[config.mk]
export PLATFORM = sky130hd
export DESIGN_NAME = seq_lock_monitor
export DESIGN_NICKNAME = d
export VERILOG_FILES = /design/src/rtl/seq_pkg.sv /design/src/rtl/seq_succ_lut.sv /design/src/rtl/seq_lock_monitor.sv
export SDC_FILE = /design/constraint.sdc
export NUM_CORES = 1
export LEC_CHECK = 0
export CAP_MARGIN = 20
export CELL_PAD_IN_SITES_DETAIL_PLACEMENT = 1
export CELL_PAD_IN_SITES_GLOBAL_PLACEMENT = 1
export CORE_MARGIN = 1
export CORE_UTILIZATION = 37
export DETAILED_ROUTE_END_ITERATION = 16
export PLACE_DENSITY = 0.76
export SLEW_MARGIN = 20
export SYNTH_ARGS = -nofsm -noshare
export SYNTH_HDL_FRONTEND = slang
export SYNTH_HIERARCHICAL = 1
export SYNTH_SLANG_ARGS = --single-unit
[constraint.sdc]
create_clock -name clk -period 1.75 [get_ports clk]
set_input_delay 0.4375 -clock clk [delete_from_list [all_inputs] [get_ports clk]]
set_output_delay 0.4375 -clock clk [all_outputs]
set_load 0.01 [all_outputs]
[src/rtl/seq_pkg.sv]
// Shared definitions for the 3-bit sequence lock monitor:
// the generator table (6,3,5,7,2,1), monitor states and the successor/legality lookup.
package seq_pkg;

  localparam int SEQ_LEN = 6;

  localparam logic [2:0] SEQ_VAL [SEQ_LEN] = '{3'd6, 3'd3, 3'd5, 3'd7, 3'd2, 3'd1};

  // Value expected right after reset / while hunting, and the value that closes a period
  localparam logic [2:0] SEQ_FIRST = 3'd6;
  localparam logic [2:0] SEQ_LAST  = 3'd1;

  typedef enum logic [1:0] {
    HUNT   = 2'd0,
    SYNC   = 2'd1,
    LOCKED = 2'd2
  } mon_state_t;

  // Returns {succ[2:0], legal}. Illegal values (0 and 4) give succ=0, legal=0.
  function automatic logic [3:0] seq_lookup(input logic [2:0] v);
    logic [3:0] r;
    r = 4'd0;
    for (int i = 0; i < SEQ_LEN; i++) begin
      if (v == SEQ_VAL[i]) begin
        r = {SEQ_VAL[(i + 1) % SEQ_LEN], 1'b1};
      end
    end
    return r;
  endfunction

endpackage

[src/rtl/seq_succ_lut.sv]
// Combinational successor/legality lookup for one 3-bit sequence value.
module seq_succ_lut
  import seq_pkg::*;
(
  input  logic [2:0] value,
  output logic [2:0] succ,
  output logic       legal
);

  // Table lookup: successor in the generator cycle and whether the value occurs at all
  always_comb begin
    {succ, legal} = seq_lookup(value);
  end

endmodule

[src/rtl/seq_lock_monitor.sv]
// In-system checker for the 6,3,5,7,2,1 sequence generator.
// Hunts for a legal value, requires LOCK_CNT in-order samples to lock, then flags
// every deviation, counting mismatches (saturating) and completed periods (wrapping).
// Optional: define SEQ_MON_STICKY_EN to add the err_sticky output, set by the first
// mismatch and cleared only by rst.
module seq_lock_monitor
  import seq_pkg::*;
#(
  parameter int LOCK_CNT = 3,
  parameter int ERR_W    = 8,
  parameter int PER_W    = 16
) (
  input  logic             clk,
  input  logic             rst,
  input  logic [2:0]       seq_in,
  input  logic             valid_in,
  output logic             locked,
  output logic             mismatch,
  output logic             period_done,
  output logic [ERR_W-1:0] err_cnt,
  output logic [PER_W-1:0] period_cnt,
`ifdef SEQ_MON_STICKY_EN
  output logic             err_sticky,
`endif
  output logic [2:0]       exp_next
);

  localparam logic [2:0] LOCK_TGT = 3'(LOCK_CNT);

  mon_state_t state;
  logic [2:0] match_cnt;
  logic [2:0] last;

  logic [2:0] last_succ;
  logic       last_legal;
  logic [2:0] in_succ;
  logic       in_legal;
  logic       is_succ;
  logic [2:0] match_nxt;

  // Successor of the last accepted sample: what the incoming sample must equal
  seq_succ_lut u_last_lut (
    .value (last),
    .succ  (last_succ),
    .legal (last_legal)
  );

  // Legality of the incoming sample, and its successor for the next exp_next
  seq_succ_lut u_in_lut (
    .value (seq_in),
    .succ  (in_succ),
    .legal (in_legal)
  );

  // In-order test and next match count
  always_comb begin
    is_succ   = last_legal && (seq_in == last_succ);
    match_nxt = match_cnt + 3'd1;
  end

  // Lock FSM, error/period counters and registered status outputs
  always_ff @(posedge clk or posedge rst) begin
    if (rst) begin
      state       <= HUNT;
      match_cnt   <= 3'd0;
      last        <= 3'd0;
      locked      <= 1'b0;
      mismatch    <= 1'b0;
      period_done <= 1'b0;
      err_cnt     <= '0;
      period_cnt  <= '0;
      exp_next    <= SEQ_FIRST;
`ifdef SEQ_MON_STICKY_EN
      err_sticky  <= 1'b0;
`endif
    end else begin
      mismatch    <= 1'b0;
      period_done <= 1'b0;
      if (valid_in) begin
        case (state)
          HUNT: begin
            if (in_legal) begin
              last      <= seq_in;
              match_cnt <= 3'd1;
              exp_next  <= in_succ;
              state     <= SYNC;
            end else begin
              exp_next  <= SEQ_FIRST;
            end
          end
          SYNC: begin
            if (is_succ) begin
              last     <= seq_in;
              exp_next <= in_succ;
              match_cnt <= match_nxt;
              if (match_nxt >= LOCK_TGT) begin
                state  <= LOCKED;
                locked <= 1'b1;
              end else begin
                state  <= SYNC;
              end
            end else if (in_legal) begin
              // Legal but out of order: treat it as a fresh first sample
              last      <= seq_in;
              match_cnt <= 3'd1;
              exp_next  <= in_succ;
            end else begin
              state     <= HUNT;
              match_cnt <= 3'd0;
              last      <= 3'd0;
              exp_next  <= SEQ_FIRST;
            end
          end
          LOCKED: begin
            if (is_succ) begin
              last     <= seq_in;
              exp_next <= in_succ;
              if (seq_in == SEQ_LAST) begin
                period_done <= 1'b1;
                period_cnt  <= period_cnt + PER_W'(1);
              end else begin
                period_cnt  <= period_cnt;
              end
            end else begin
              // Deviation: the offending sample is dropped, re-sync starts from HUNT
              mismatch  <= 1'b1;
              if (err_cnt != '1) begin
                err_cnt <= err_cnt + ERR_W'(1);
              end else begin
                err_cnt <= err_cnt;
              end
              locked    <= 1'b0;
              state     <= HUNT;
              match_cnt <= 3'd0;
              last      <= 3'd0;
              exp_next  <= SEQ_FIRST;
`ifdef SEQ_MON_STICKY_EN
              err_sticky <= 1'b1;
`endif
            end
          end
          default: begin
            state     <= HUNT;
            match_cnt <= 3'd0;
            last      <= 3'd0;
            locked    <= 1'b0;
            exp_next  <= SEQ_FIRST;
          end
        endcase
      end else begin
        state <= state;
      end
    end
  end

endmodule

======== Word-level counts from Yosys, hierarchy flattened ========
Index checks and enable logic that the tools add are counted.
storage, ports and cells
  register bits ........................... 38
  input port bits ......................... 6
  output and inout port bits .............. 30
  word-level logic and storage cells ...... 87
operators by class
  add/sub/neg operators ................... 3
  reductions and logical operators ........ 8
  bitwise operators ....................... 2
  mux-type cells .......................... 43
  eq/ne operators ......................... 21
  order comparisons ....................... 1
operators with widths
  kind                   number
  $mux 4                 10
  $mux 3                 12
  $pmux 3 s3             3
  $eq 3x3->1 const B     6
  $add 16x1->16 const B  1
  $eq 3x2->1 const B     4
  $reduce_and 4->1       3
  $mux 1                 11
  $mux 2                 5
  $add 8x1->8 const B    1
  $ne 2x2->1 const B     4
  $ne 8x8->1 const B     1
  $eq 3x1->1 const B     2
  $pmux 2 s3             1
  $reduce_and 5->1       1
  $add 3x1->3 const B    1
  $eq 3x3->1             1
  $ge 3x2->1 const B     1
  $ne 3x3->1 const B     1
  $pmux 1 s3             1
  $reduce_and 3->1       1
  $eq 2x1->1 const B     1
  $eq 2x2->1 const B     1
  $logic_not 2->1        1
  3 further kinds        4

======== Logic depth before layout (Yosys ltp) ========
Gate-level depths: netlist (run 1).
  depth after elaboration ................. 12
  mapped depth ............................ 7
  depth with buffers taken out ............ 6

======== Cells and area by module ========
Netlist (run 1), hierarchy kept.
modules (own cells, without submodules)
  module            times used  cells an instance  area an instance (µm²)
  seq_lock_monitor  1           180                1983.2
  seq_succ_lut      2           5                  41.3

======== Worst setup path after synthesis (run 1) ========
Ideal clock, no wire load.
  path type ............................... register to register
  from .................................... reg last[1]
  to ...................................... reg period_cnt[1]
  arrival ................................. 1.778 ns
  stages on the path, launching flop included .. 6
  setup time .............................. 0.125 ns
  setup slack ............................. -0.152 ns
  cells stage by stage .................... dfrtp_1 -> mux2_4 -> xnor2_1 -> nand4_2 -> nor2_1 -> mux2_2
between the ends
  longest elaborated chain between the ends .. 10
ends and longest elaborated chain
  item                            RTL line                 RTL
  start: declaration              seq_lock_monitor.sv:32   logic [2:0] last;
  start signal: assignment        seq_lock_monitor.sv:83   last <= seq_in;
  start signal: assignment        seq_lock_monitor.sv:93   last <= seq_in;
  start signal: assignment        seq_lock_monitor.sv:104  last <= seq_in;
  $eq 3x3->1                      seq_pkg.sv:24            if (v == SEQ_VAL[i]) begin
  $mux 3                          seq_pkg.sv:24
  $mux 4 (4 in series)            seq_pkg.sv:24
  $mux 4 (*)                      seq_pkg.sv:24
  via last_succ[1]                seq_lock_monitor.sv:34   logic [2:0] last_succ;
  $eq 3x3->1 (*)                  seq_lock_monitor.sv:57   is_succ = last_legal && (seq_in == last_succ);
  $logic_and 1x1->1 (*)           seq_lock_monitor.sv:57
  $reduce_and 4->1 (no line) (*)  n/a
  end signal: assignment          seq_lock_monitor.sv:120  period_cnt <= period_cnt + PER_W'(1);
  end signal: assignment          seq_lock_monitor.sv:122  period_cnt <= period_cnt;
  end: declaration                seq_lock_monitor.sv:21   output logic [PER_W-1:0] period_cnt,
The timed path passes the listed nets; every way through them passes the cells marked *.
A chain may end at the register's enable or synchronous reset.

======== Final worst setup path (run 1) ========
  from .................................... reg last[1]
  to ...................................... reg err_cnt[3]
between the ends
  longest elaborated chain between the ends .. 11
ends and longest elaborated chain
  item                            RTL line                 RTL
  $eq 3x3->1                      seq_pkg.sv:24
  $mux 3                          seq_pkg.sv:24
  $mux 4 (4 in series)            seq_pkg.sv:24
  $mux 4 (*)                      seq_pkg.sv:24
  via last_succ[1]                seq_lock_monitor.sv:34
  $eq 3x3->1 (*)                  seq_lock_monitor.sv:57
  $logic_and 1x1->1 (*)           seq_lock_monitor.sv:57
  $not 1->1 (no line) (*)         n/a
  $reduce_and 4->1 (no line) (*)  n/a
  end signal: assignment          seq_lock_monitor.sv:128  err_cnt <= err_cnt + ERR_W'(1);
  end signal: assignment          seq_lock_monitor.sv:130  err_cnt <= err_cnt;
  end: declaration                seq_lock_monitor.sv:20   output logic [ERR_W-1:0] err_cnt,
Marked as above.

==> qor.yml, run 1 <==
run_status: "complete, but fails checks"
violated_checks: "negative setup slack"
timing_worst_setup_path_type: "reg -> reg"
routed_via_density: 5.34
synth-seq-cells: 38
grt_first_pass_wirelength_um: 8640
synth_top_family_by_area: "simple AND/OR/NAND/NOR gates"
cap_violations: 0
share_seq_of_total_power_pct: 43.6
detail_route.first_pass.iterations: 4
slowest_delay_ps: 470
initial_core_utilization_pct: 39.4
post_synth_and_or_nand_nor_area_fraction_pct: 23.0
maximum_level_of_the_cts_h_tree: 2
worstPathCellList: "mux2_4, xnor2_4, buf_6, a41oi_4, buf_6, nand4_1, xnor2_1"
fp.dieArea_mm2: 0.00589
detailedPlace.worstSlack_ps: -645
multi_input_combinational_cell_area_mm2: 0.00141
cp_max_stage_cell: "sky130_fd_sc_hd__dfrtp_2"
antenna_cells_inserted: 0
min_period_over_period_pct: 116
drc_errors: 0
post_synth_instance_area_mm2: 0.00207
syn-num-nets: 200
slew_headroom_pct: 69.5
syn_area_per_cell_um2: 10.9
tritoncts_clock_tree: "done"
pin_count_of_the_biggest_net_entering_global_routing: 39
grt_setup_unrepaired: "true"
worstSetupEndpointType: "flip-flop"
worst_hold_path.num_cells: 1
antenna_violating_nets_post_route: 0
cell_internal_pwr_uw: 1530
synthesis.instances: 190
layout_min_cycle_time_ps: 2030
hold_ws_ps: 489
min_path_type: "reg -> reg"
yosys.area_share.adder_pct: 2.42
p_switching_uw: 701
synth_area_leaders: "sky130_fd_sc_hd__dfrtp_1 44%, sky130_fd_sc_hd__xor2_1 5.5%, sky130_fd_sc_hd__xnor2_1 4.7%"
tritoncts.num_buffers: 5
switching_part_of_the_total_pct: 31.4
hold_viol: 0
floorplan.rows: 26
dominant_cell_by_count_in_the_synthesized_netlist: "sky130_fd_sc_hd__dfrtp_1"
power.leakage_uw: 0.00152
post_synthesis_share_of_cell_area_spent_on_xor_and_xnor_gates_pct: 11.8
finalNetCount: 273
critical-path-top-cell-by-count: "sky130_fd_sc_hd__buf_6"
grt_pass1_vias: 1761
yosysTopAreaCellShare_pct: 43.6
finalMaxSlewViolations: 0
setup_slack_ps: -276
worst_clock_skew_ps: 7.31
synth_enable_flop_cells: 0
dr.first_iter.drc_count: 74
crit_required_ps: 1940
chipWidth_um: 76.7
synth_compound_area_share_pct: 9.63
worstPathBufferInverterCount: 2
routability_congestion_estimate_from_global_placement: 0.754
final_layout_size_suffix_gt1_share_pct: 37.1
floorplan.die.height_um: 76.7
clockRootBuffer: "sky130_fd_sc_hd__clkbuf_8"
cts-root-to-sink-buffers: 2
share_comb_of_total_power_pct: 29.3
route.vias.total: 1782
groute.usage.overall_pct: 18.8
layout.area.seq_um2: 965
path_delay_family: "flip-flops"
clock_insertion_delay_worst_skew_ps: 290
instance_area_at_placement_mm2: 0.00268
synthesis.yosys.warnings: 6
ys_seq_area_share_pct: 46.2
drt-total-wl_um: 6540
synth_mux_area_share_pct: 4.06
instances_no_fill: 334
post-dp-hpwl_um: 3430
io_buffers: 35
worst-endpoint-arrival_ps: 2220
power-per-cell-area_mw_per_mm2: 685
layout-area-overhead-vs-synth_pct: 57.6
synth_commonest_cells: "36 x sky130_fd_sc_hd__dfrtp_1, 13 x sky130_fd_sc_hd__xor2_1, 12 x sky130_fd_sc_hd__nand2_1"
number_of_inserted_filler_cells_in_the_final_layout: 541
synthDistinctLibCells: 50
core_mm2: 0.00524
ys_async_sr_fraction_pct: 100
tightestPinTransition_ps: 453
worst-path-max-fanout: 5
clock-sinks: 38
design_area_mm2: 0.00326
antenna_violations_before_repair: 0
post-place-cells: 313
cp-start-kind: "flip-flop"
overflow: 0
synth_top_area_cell: "sky130_fd_sc_hd__dfrtp_1"
max_clock_freq_mhz: 494
clkPwrFrac_pct: 27.1
clk_pin_slew_ps: 80
report.final.setup_viol: 31
flip_flop_cell_with_the_highest_count_after_synthesis: "sky130_fd_sc_hd__dfrtp_1"
worst_r2r_path_depth: 7
critical_path_depth: 7
drt-wirelength-per-cell_um: 19.6
top_level_ports: 36
peakVddDrop_mv: 0.434
## cell families after synthesis
group	count (synthesis)
buffers and inverters	14
xor gates and xnor gates	26
adders and majority gates	4
DFF	38
AOI/OAI and AO/OA	24
and+or+nand+nor	77
muxes	7
## path summary, 6_finish.rpt
path / startpoint / to / slack, ps
setup / recovery: last[1] / err_cnt[3] / -280
hold / removal: period_cnt[15] / period_cnt[15] / 490
setup reg to reg: last[1] / err_cnt[3] / -280
hold reg to reg: period_cnt[15] / period_cnt[15] / 490
max in group asynchronous: rst / exp_next[2] / 980
min in group asynchronous: rst / period_cnt[11] / 510
## state kept, by name, indices dropped and copies added (netlist names), 2 cells and up
| signal | cells |
|---|---|
| period_cnt | 16 |
| exp_next | 3 |
| match_cnt | 3 |
| state | 2 |
| err_cnt | 8 |
| last | 3 |
## through the flow
step / power (uW) / utilization, % / setup TNS (ps)
3_5_place_dp: 1430 / 51.2 / -17840
5_1_grt: 2320 / 62.2 / -5760
4_1_cts: 2050 / 55.4 / -2350
3_3_place_gp: 1410 / 51.2 / -14430
6_report: 2230 / 62.2 / -3070
2_1_floorplan: 1260 / - / -12.9
## power by group through the flow
stage / sequential [uW] / clock (uW) / combinational (uW)
after floorplan: 981 / 0 / 274
after global placement: 978 / 0 / 430
after detailed placement: 982 / 0 / 443
after CTS: 967 / 599 / 482
after global routing: 981 / 641 / 701
final: 973 / 603 / 654
## cell type report
type | instances | area share (%)
multi-input cells | 139 | 43.3
flip-flops and latches | 38 | 29.6
repair buffers | 70 | 20.9
well taps | 70 | 2.69
clock buffers | 8 | 2.46
inverters | 9 | 1.04
## layer usage
layer	wire (um)	vias up	global-route usage, %
li1	-	845	-
met1	2830	883	23.7
met2	3410	42	32.0
met3	177	12	2.86
met4	121	0	7.50
met5	0	-	0
## timing repair
action	CTS	global route
endpoints found under the hold margin	0	0
pin swaps	8	20
resized for setup	25	55
setup buffers	3	8
gates cloned	1	1
hold buffers	0	0
endpoints found under the setup margin	41	47
## worst reg2reg max path, delay by kind of cell, from the launching register on
kind | cells | cell delay [ps]
XOR/XNOR | 2 | 430
flip-flops | 1 | 470
buffers and inverters | 2 | 310
AO/OA/AOI/OAI | 1 | 220
multiplexers | 1 | 370
AND/OR/NAND/NOR | 1 | 160
## placed cells by master (no fill, tap or decap), drive strengths merged, types with 5 or more instances in the layout
cell	Yosys	layout
dfrtp	36	36
buf	3	35
clkdlybuf4s50	0	29
xor2	13	13
nand4	12	13
xnor2	13	13
nand2	12	12
inv	9	9
nor4	8	8
nor2	8	8
clkbuf	2	8
nand3	7	7
nor3	6	6
dlygate4sd2	0	5
mux2	5	5
(Power assumes the default switching activity.)
==> run 2: changes to the inputs <==
--- a/config.mk
+++ b/config.mk
@@ -8,6 +8,7 @@
 export CAP_MARGIN = 20
 export CELL_PAD_IN_SITES_DETAIL_PLACEMENT = 1
 export CELL_PAD_IN_SITES_GLOBAL_PLACEMENT = 1
+export CORE_ASPECT_RATIO = 0.75
 export CORE_MARGIN = 1
 export CORE_UTILIZATION = 37
 export DETAILED_ROUTE_END_ITERATION = 16
==> qor.yml, run 2 (same netlist as run 1, synthesis figures left out) <==
max_clock_freq_mhz: 527  # +6.8%
maximum_level_of_the_cts_h_tree: 2  # unchanged
min_path_type: "in -> async"
floorplan.die.height_um: 66.7  # -13%
hold_viol: 0  # unchanged
largestRegisters: "period_cnt: 16 flops, err_cnt: 8 flops"
antenna_violations_before_repair: 0  # unchanged
final_layout_size_suffix_gt1_share_pct: 37.2  # +0.054 points
r2r_end: "period_cnt[6]"
worst-endpoint-arrival_ps: 2110  # -110 ps
chipWidth_um: 88.3  # +15%
final_cell_mix: "35 x sky130_fd_sc_hd__buf_4, 29 x sky130_fd_sc_hd__clkdlybuf4s50_1, 26 x sky130_fd_sc_hd__dfrtp_1"
crit_required_ps: 1970  # +30 ps
drc_errors: 0  # unchanged
finalNetCount: 278  # +1.8%
totalNegativeSetupSlack_ps: -3080  # -5.06 ps
clockRootBuffer: "sky130_fd_sc_hd__clkbuf_8"
mostFrequentLayoutCell: "sky130_fd_sc_hd__buf_4"
violated_checks: "negative setup slack"
slew_headroom_pct: 65.1  # -4.4 points
run_status: "complete, but fails checks"
grt_first_pass_wirelength_um: 9280  # +7.4%
floorplan.rows: 23  # -12%
antenna_violating_nets_post_route: 0  # unchanged
min_period_over_period_pct: 108  # -7.3 points
crit-reg2reg-launch: "last[2]"
clock-sinks: 38  # unchanged
groute.usage.overall_pct: 21.3  # +2.5 points
fp.dieArea_mm2: 0.00589  # about the same
tritoncts.num_buffers: 5  # unchanged
worstSetupEndpointType: "flip-flop"
tritoncts_clock_tree: "done"
worst-path-max-fanout: 5  # unchanged
cp-start-kind: "flip-flop"
cap_violations: 0  # unchanged
overflow: 0  # unchanged
detail_route.first_pass.iterations: 4  # unchanged
timing.reg2reg.setup_slack_ps: -150  # +130 ps
peakVddDrop_mv: 0.430  # -0.95%
drt-total-wl_um: 6220  # -4.9%
finalMaxSlewViolations: 0  # unchanged
layout.area.seq_um2: 966  # +0.13%
grt_pass1_vias: 1808  # +2.7%
grt_setup_unrepaired: "true"
clock_insertion_delay_worst_skew_ps: 290  # about the same
worst_clock_skew_ps: 4.71  # -2.60 ps
dr.first_iter.drc_count: 87  # +18%
io_buffers: 35  # unchanged
largest_reg_flops: 16  # unchanged
pin_count_of_the_biggest_net_entering_global_routing: 21  # -46%
core_mm2: 0.00535  # +2.2%
worst_r2r_path_depth: 7  # unchanged
clk_pin_slew_ps: 80  # about the same
power-per-cell-area_mw_per_mm2: 683  # -0.30%
design_area_mm2: 0.00315  # -3.3%
multi_input_combinational_cell_area_mm2: 0.00128  # -8.9%
routability_congestion_estimate_from_global_placement: 0.764  # +1.3%
instance_area_at_placement_mm2: 0.00270  # +0.51%
post-dp-hpwl_um: 4030  # +18%
routed_via_density: 5.29  # -0.89%
layout-area-overhead-vs-synth_pct: 52.4
initial_core_utilization_pct: 38.6  # -0.85 points
power.leakage_uw: 0.00146  # -3.6%
max_flop_register: "period_cnt"
route.vias.total: 1819  # +2.1%
hold_ws_ps: 426  # -63.4 ps
tightestPinTransition_ps: 519  # +65.8 ps
report.final.setup_viol: 31  # unchanged
top_level_ports: 36  # unchanged
number_of_inserted_filler_cells_in_the_final_layout: 575  # +6.3%
layout_min_cycle_time_ps: 1900  # -128 ps
setup_slack_ps: -148  # +128 ps
final_util_pct: 58.8  # -3.3 points
drt-wirelength-per-cell_um: 18.1  # -7.6%
antenna_cells_inserted: 0  # unchanged
cts-root-to-sink-buffers: 2  # unchanged
timing_worst_setup_path_type: "reg -> reg"
==> run 2: cell count changes in the layout (fill, tap and decap cells not counted), moves of 2 or more <==
cell                       change
sky130_fd_sc_hd__buf_4        +14
sky130_fd_sc_hd__buf_6         -8
sky130_fd_sc_hd__nor4_4        -4
sky130_fd_sc_hd__clkbuf_1      -3
sky130_fd_sc_hd__nor3_2        +3
sky130_fd_sc_hd__nor4_2        +3
sky130_fd_sc_hd__nor3_4        -2
sky130_fd_sc_hd__xnor2_2       -2
==> run 2: metrics by stage <==
stage,total power (uW),cells,worst slack (ps)
floorplan,1260,190,-12.9
global placement,1410,319,-491
detailed placement,1430,319,-590
CTS,2120,330,-151
global route,2250,344,-213
finish,2150,344,-148
==> run 2: layout make-up <==
class	instances	area share (%)
Inverter	9	1.07
Multi-Input combinational cell	139	40.8
Tap cell	75	2.98
Clock inverter	2	0.397
Sequential cell	38	30.7
Clock buffer	6	2.62
Timing Repair Buffer	75	21.4
==> run 2: worst max path at each step <==
stage / startpoint / endpoint / slack (ps) / depth (start not counted)
2_1_floorplan: last[1] / period_cnt[1] / -10 / 5
3_3_place_gp: seq_in[0] / period_cnt[13] / -490 / 5
3_5_place_dp: seq_in[0] / period_cnt[15] / -590 / 5
4_1_cts: last[1] / err_cnt[1] / -150 / 6
5_1_grt: last[1] / err_cnt[3] / -210 / 7
6_report: last[2] / period_cnt[6] / -150 / 7
==> run 2: routing by layer <==
layer / part of all wire, % / track usage [%]
met4: 0.93 / 6.05
met3: 3.2 / 4.34
met1: 46 / 28.3
met2: 50 / 35.0
met5: 0 / 0
==> run 2: worst max-delay path: stages, from the launching register on <==
cell and delay (ps):
sky130_fd_sc_hd__dfrtp_1 420, sky130_fd_sc_hd__buf_4 150, sky130_fd_sc_hd__a21boi_2 240, sky130_fd_sc_hd__xnor2_4 220, sky130_fd_sc_hd__nand4_4 240, sky130_fd_sc_hd__buf_4 220, sky130_fd_sc_hd__nor3_2 170, sky130_fd_sc_hd__xor2_1 150
==> run 2: where the power goes <==
| part | total, uW | switching (uW) | internal [uW] |
|---|---|---|---|
| Combinational | 523 | 271 | 252 |
| Sequential | 983 | 56.9 | 926 |
| Clock | 644 | 327 | 317 |
==> run 2: timing repair <==
item,CTS,global route
hold buffers,0,0
endpoints found under the setup margin,43,49
gates cloned,0,1
pin swaps,4,4
buffers inserted,3,13
gates resized for setup,34,18
==> RTL edit 1 (config.mk and constraints of run 1) <==
Encoding of `mon_state_t`: now one-hot (3 bits for 3 states).
--- a/src/rtl/seq_pkg.sv
+++ b/src/rtl/seq_pkg.sv
@@ -10,10 +10,10 @@
   localparam logic [2:0] SEQ_FIRST = 3'd6;
   localparam logic [2:0] SEQ_LAST  = 3'd1;
 
-  typedef enum logic [1:0] {
-    HUNT   = 2'd0,
-    SYNC   = 2'd1,
-    LOCKED = 2'd2
+  typedef enum logic [2:0] {
+    HUNT   = 3'b001,
+    SYNC   = 3'b010,
+    LOCKED = 3'b100
   } mon_state_t;
 
   // Returns {succ[2:0], legal}. Illegal values (0 and 4) give succ=0, legal=0.
Function: no difference found for any inputs over 10 cycles, from zero or initial values and one cycle with rst high; not proved beyond that.
==> RTL edit 1 against run 1 <==
  * The run still ends with setup timing left
  * Combinational power up 29%
  * Design area down 7.0%
  * Area after synthesis down 2.8%
  * Routed wire length down 15%
  * Power up 17%
  * Sequential cell count up 1
  * Die area down 2.7%
  * Via count down 1.5%
  * Worst setup slack better by 0.11 ns
  * Core utilization down 3.6 points
  * Critical path type unchanged
  * Largest power group unchanged
  * Highest routed layer unchanged
==> RTL edit 1: results (changes against run 1) <==
[status]
status=complete, but fails checks  ; unchanged
failed_checks=setup timing  ; unchanged

[sta]
fin_ws_ns=-0.1624  ; was -0.2760 ns
finClkSkew_ns=0.004765  ; was 0.007307 ns
fin_hold_ws_ns=0.4134  ; was 0.4895 ns
tightest_slew_ns=0.4744  ; was 0.4531 ns
setup_violations=32  ; was 31

[grt]
grt_pass1_vias=1841  ; was 1761
grt_max_degree=25  ; was 39
grt_usage_pct=21.67  ; was 18.75%
grt_pass1_wl_mm=9.052  ; was 8.638 mm
use_met1_pct=25.17  ; was 23.67%
use_met2_pct=39.78  ; was 31.96%

[clock_tree]
cts_resized=38  ; was 25
cts_setup_buffers=8  ; was 3

[power_and_ir_drop]
peakVddDrop_mv=0.4150  ; was 0.4337 mV
p_int_mw=1.764  ; was 1.529 mW

[route]
dr_total_vias=1755  ; was 1782
drtIter0Drc=35  ; was 74
via_per_inst=5.102  ; was 5.335

[logic_synthesis]
synthTopCellsByArea=dfrtp_1 45%, xnor2_1 9.2%, dfstp_2 3.9%, nand2_1 3.4%, nand4_1 3.1%  ; was dfrtp_1 44%, xor2_1 5.5%, xnor2_1 4.7%, nand4_1 3.0%, dfstp_2 2.5%
synth_nets=202  ; was 200
synth_seq_area_share_pct=48.79  ; was 46.15%

[finish]
fin_nets=283  ; was 273
nClkBuffers=7  ; was 8
signal_buffers=78  ; was 70
buf_share_pct=23.35  ; was 20.87%
fill_cells=571  ; was 541
final-clk-cell-share_pct=3.430  ; was 2.460%

[worst_setup_path]
critPathTopFamily=multiplexers  ; was flip-flops
slowest_delay_ns=0.43  ; was 0.47 ns

[floorplan]
dieArea_sq_um=5726  ; was 5886 sq um

[placement]
postPlaceCellArea_sq_um=2678  ; was 2681 sq um

[hold_path]
hold_class=input port to asynchronous set/reset pin  ; was flip-flop to flip-flop

[RTL edit 1: worst max path at each step]
stage	end	slack [ns]	cells after the start
6_report	err_cnt[1]	-0.16	6
3_3_place_gp	period_cnt[12]	-0.52	6
3_5_place_dp	period_cnt[12]	-0.60	6
4_1_cts	err_cnt[1]	-0.14	6
5_1_grt	period_cnt[6]	-0.31	8
2_1_floorplan	err_cnt[1]	-0.05	5
[RTL edit 1: power groups by stage]
stage / Sequential [mW] / Combinational [mW] / Clock [mW]
floorplan: 1.09 / 0.432 / 0
global placement: 1.08 / 0.689 / 0
detailed placement: 1.09 / 0.703 / 0
CTS: 1.08 / 0.814 / 0.706
global route: 1.09 / 0.924 / 0.748
finish: 1.07 / 0.842 / 0.684
[RTL edit 1: logic make-up after synthesis]
kind of cell / share of synthesized area (%)
XOR/XNOR: 12.21
flip-flops: 48.79
buffers and inverters: 2.368
AND/OR/NAND/NOR: 21.31
adder cells (fa/ha/maj): 2.492
AO/OA/AOI/OAI: 10.22
multiplexers: 2.617
==> RTL edit 2 (settings of run 1) <==
Made on the original files. Set the parameter `ERR_W` to 10 (it was 8).
--- a/src/rtl/seq_lock_monitor.sv
+++ b/src/rtl/seq_lock_monitor.sv
@@ -7,7 +7,7 @@
   import seq_pkg::*;
 #(
   parameter int LOCK_CNT = 3,
-  parameter int ERR_W    = 8,
+  parameter int ERR_W    = 10,
   parameter int PER_W    = 16
 ) (
   input  logic             clk,
Ports: changed (resized err_cnt); port bits go from 36 to 38. The function was not compared with the original's and may differ.
==> RTL edit 2 against run 1 <==
  * The run still ends with setup timing left
  * Area after synthesis increased by 2.2%
  * Routed wire length decreased by 9.9%
  * Clock power increased by 6.5%
  * Worst setup slack improved by 0.15 ns
  * Design area decreased by 0.73%
  * Sequential cell count increased by 2
  * Non-clock buffer count increased by 9
  * Power decreased by 3.3%
  * Critical path type unchanged
  * Largest cell class unchanged
==> RTL edit 2: results (changes against run 1) <==
[status]
status=complete, but fails checks  ; unchanged
failed_checks=setup timing  ; unchanged

[logic_synthesis]
synthTopCellsByArea=dfrtp_1 45%, xnor2_1 6.2%, xor2_1 6.2%, nand4_1 3.0%, nand3_1 2.6%  ; was dfrtp_1 44%, xor2_1 5.5%, xnor2_1 4.7%, nand4_1 3.0%, dfstp_2 2.5%
synth-compound-area-share_pct=9.123  ; was 9.631%
synth_xor_area_share_pct=12.44  ; was 11.75%
synth_seq_area_share_pct=47.51  ; was 46.15%
synth_nets=208  ; was 200
synthAdderAreaFrac_pct=2.370  ; was 2.423%

[placement]
pre_cts_ws_ns=-0.6970  ; was -0.6449 ns
gp_congestion=0.7743  ; was 0.7535
postPlaceCellArea_sq_um=2788  ; was 2681 sq um
placedCellCount=327  ; was 313
port_buffers=37  ; was 35
dp_hpwl_mm=3.836  ; was 3.428 mm

[power_and_ir_drop]
finalPower_mw=2.157  ; was 2.230 mW
seq_power_mw=1.01  ; was 0.973 mW
peakVddDrop_mv=0.3494  ; was 0.4337 mV
switching_share_pct=29.06  ; was 31.43%
leakagePower_nw=1.551  ; was 1.519 nW

[worst_setup_path]
cp.arrival_ns=2.07  ; was 2.22 ns
r2r_cells=5  ; was 7
rr_endpoint=err_cnt[9]  ; was err_cnt[3]

[hold_path]
hold_class=input port to asynchronous set/reset pin  ; was flip-flop to flip-flop

[grt]
grt_max_degree=41  ; was 39
grt_pass1_wl_mm=9.639  ; was 8.638 mm
grt_usage_pct=20.91  ; was 18.75%

[sta]
finClkSkew_ns=0.007229  ; was 0.007307 ns
fin_hold_ws_ns=0.4882  ; was 0.4895 ns
setup_violations=30  ; was 31
fin_ws_ns=-0.1274  ; was -0.2760 ns
tightest_slew_ns=0.3667  ; was 0.4531 ns
timing.setup.tns_ns=-1.311  ; was -3.073 ns

[route]
wl_met1_mm=2.532  ; was 2.834 mm
dr_wl_met2_mm=3.100  ; was 3.405 mm
dr_total_vias=1848  ; was 1782

[finish]
fill_cells=590  ; was 541
fin_nets=287  ; was 273

[clock_tree]
cts_resized=53  ; was 25

==> RTL edit 2: kinds of logic (layout without fill, tap and decap cells) <==
| family | count (synthesis) | count (layout) |
|---|---|---|
| xor gates and xnor gates | 30 | 30 |
| DFF | 40 | 40 |
| buffers and inverters | 15 | 95 |
| AOI/OAI and AO/OA | 25 | 25 |
| adders and majority gates | 4 | 4 |
| and+or+nand+nor | 78 | 78 |
| muxes | 6 | 6 |
==> RTL edit 2: worst max-delay path by stage <==
stage / from / slack (ns) / cells after the start / to
floorplan: seq_in[1] / -0.09 / 4 / period_cnt[15]
global placement: seq_in[0] / -0.61 / 5 / period_cnt[15]
detailed placement: seq_in[0] / -0.70 / 5 / period_cnt[9]
CTS: last[1] / -0.13 / 5 / err_cnt[9]
global route: last[1] / -0.20 / 7 / period_cnt[9]
finish: last[1] / -0.13 / 5 / err_cnt[9]
==> RTL edit 2: worst max-delay path: stages, from the launching register on <==
cell and delay (ns):
dfrtp_2 0.45, mux2_4 0.34, xnor2_4 0.14, a41oi_2 0.21, or4b_1 0.49, xnor2_1 0.14
==> RTL edit 2: metal layers <==
| layer | vias up | track usage [%] |
|---|---|---|
| met1 | 928 | 25.39 |
| li1 | 879 | - |
| met4 | 0 | 6.792 |
| met5 | - | 0 |
| met2 | 34 | 36.64 |
| met3 | 7 | 4.471 |
==> RTL edit 2: layout make-up <==
type | count | area (sq um) | share of cell area (%)
flip-flops and latches | 40 | 1011 | 31.28
repair buffers | 79 | 724.4 | 22.42
well taps | 72 | 90.09 | 2.787
clock inverters | 2 | 10.01 | 0.3097
multi-input cells | 143 | 1284 | 39.72
clock buffers | 6 | 82.58 | 2.555
inverters | 8 | 30.03 | 0.9292
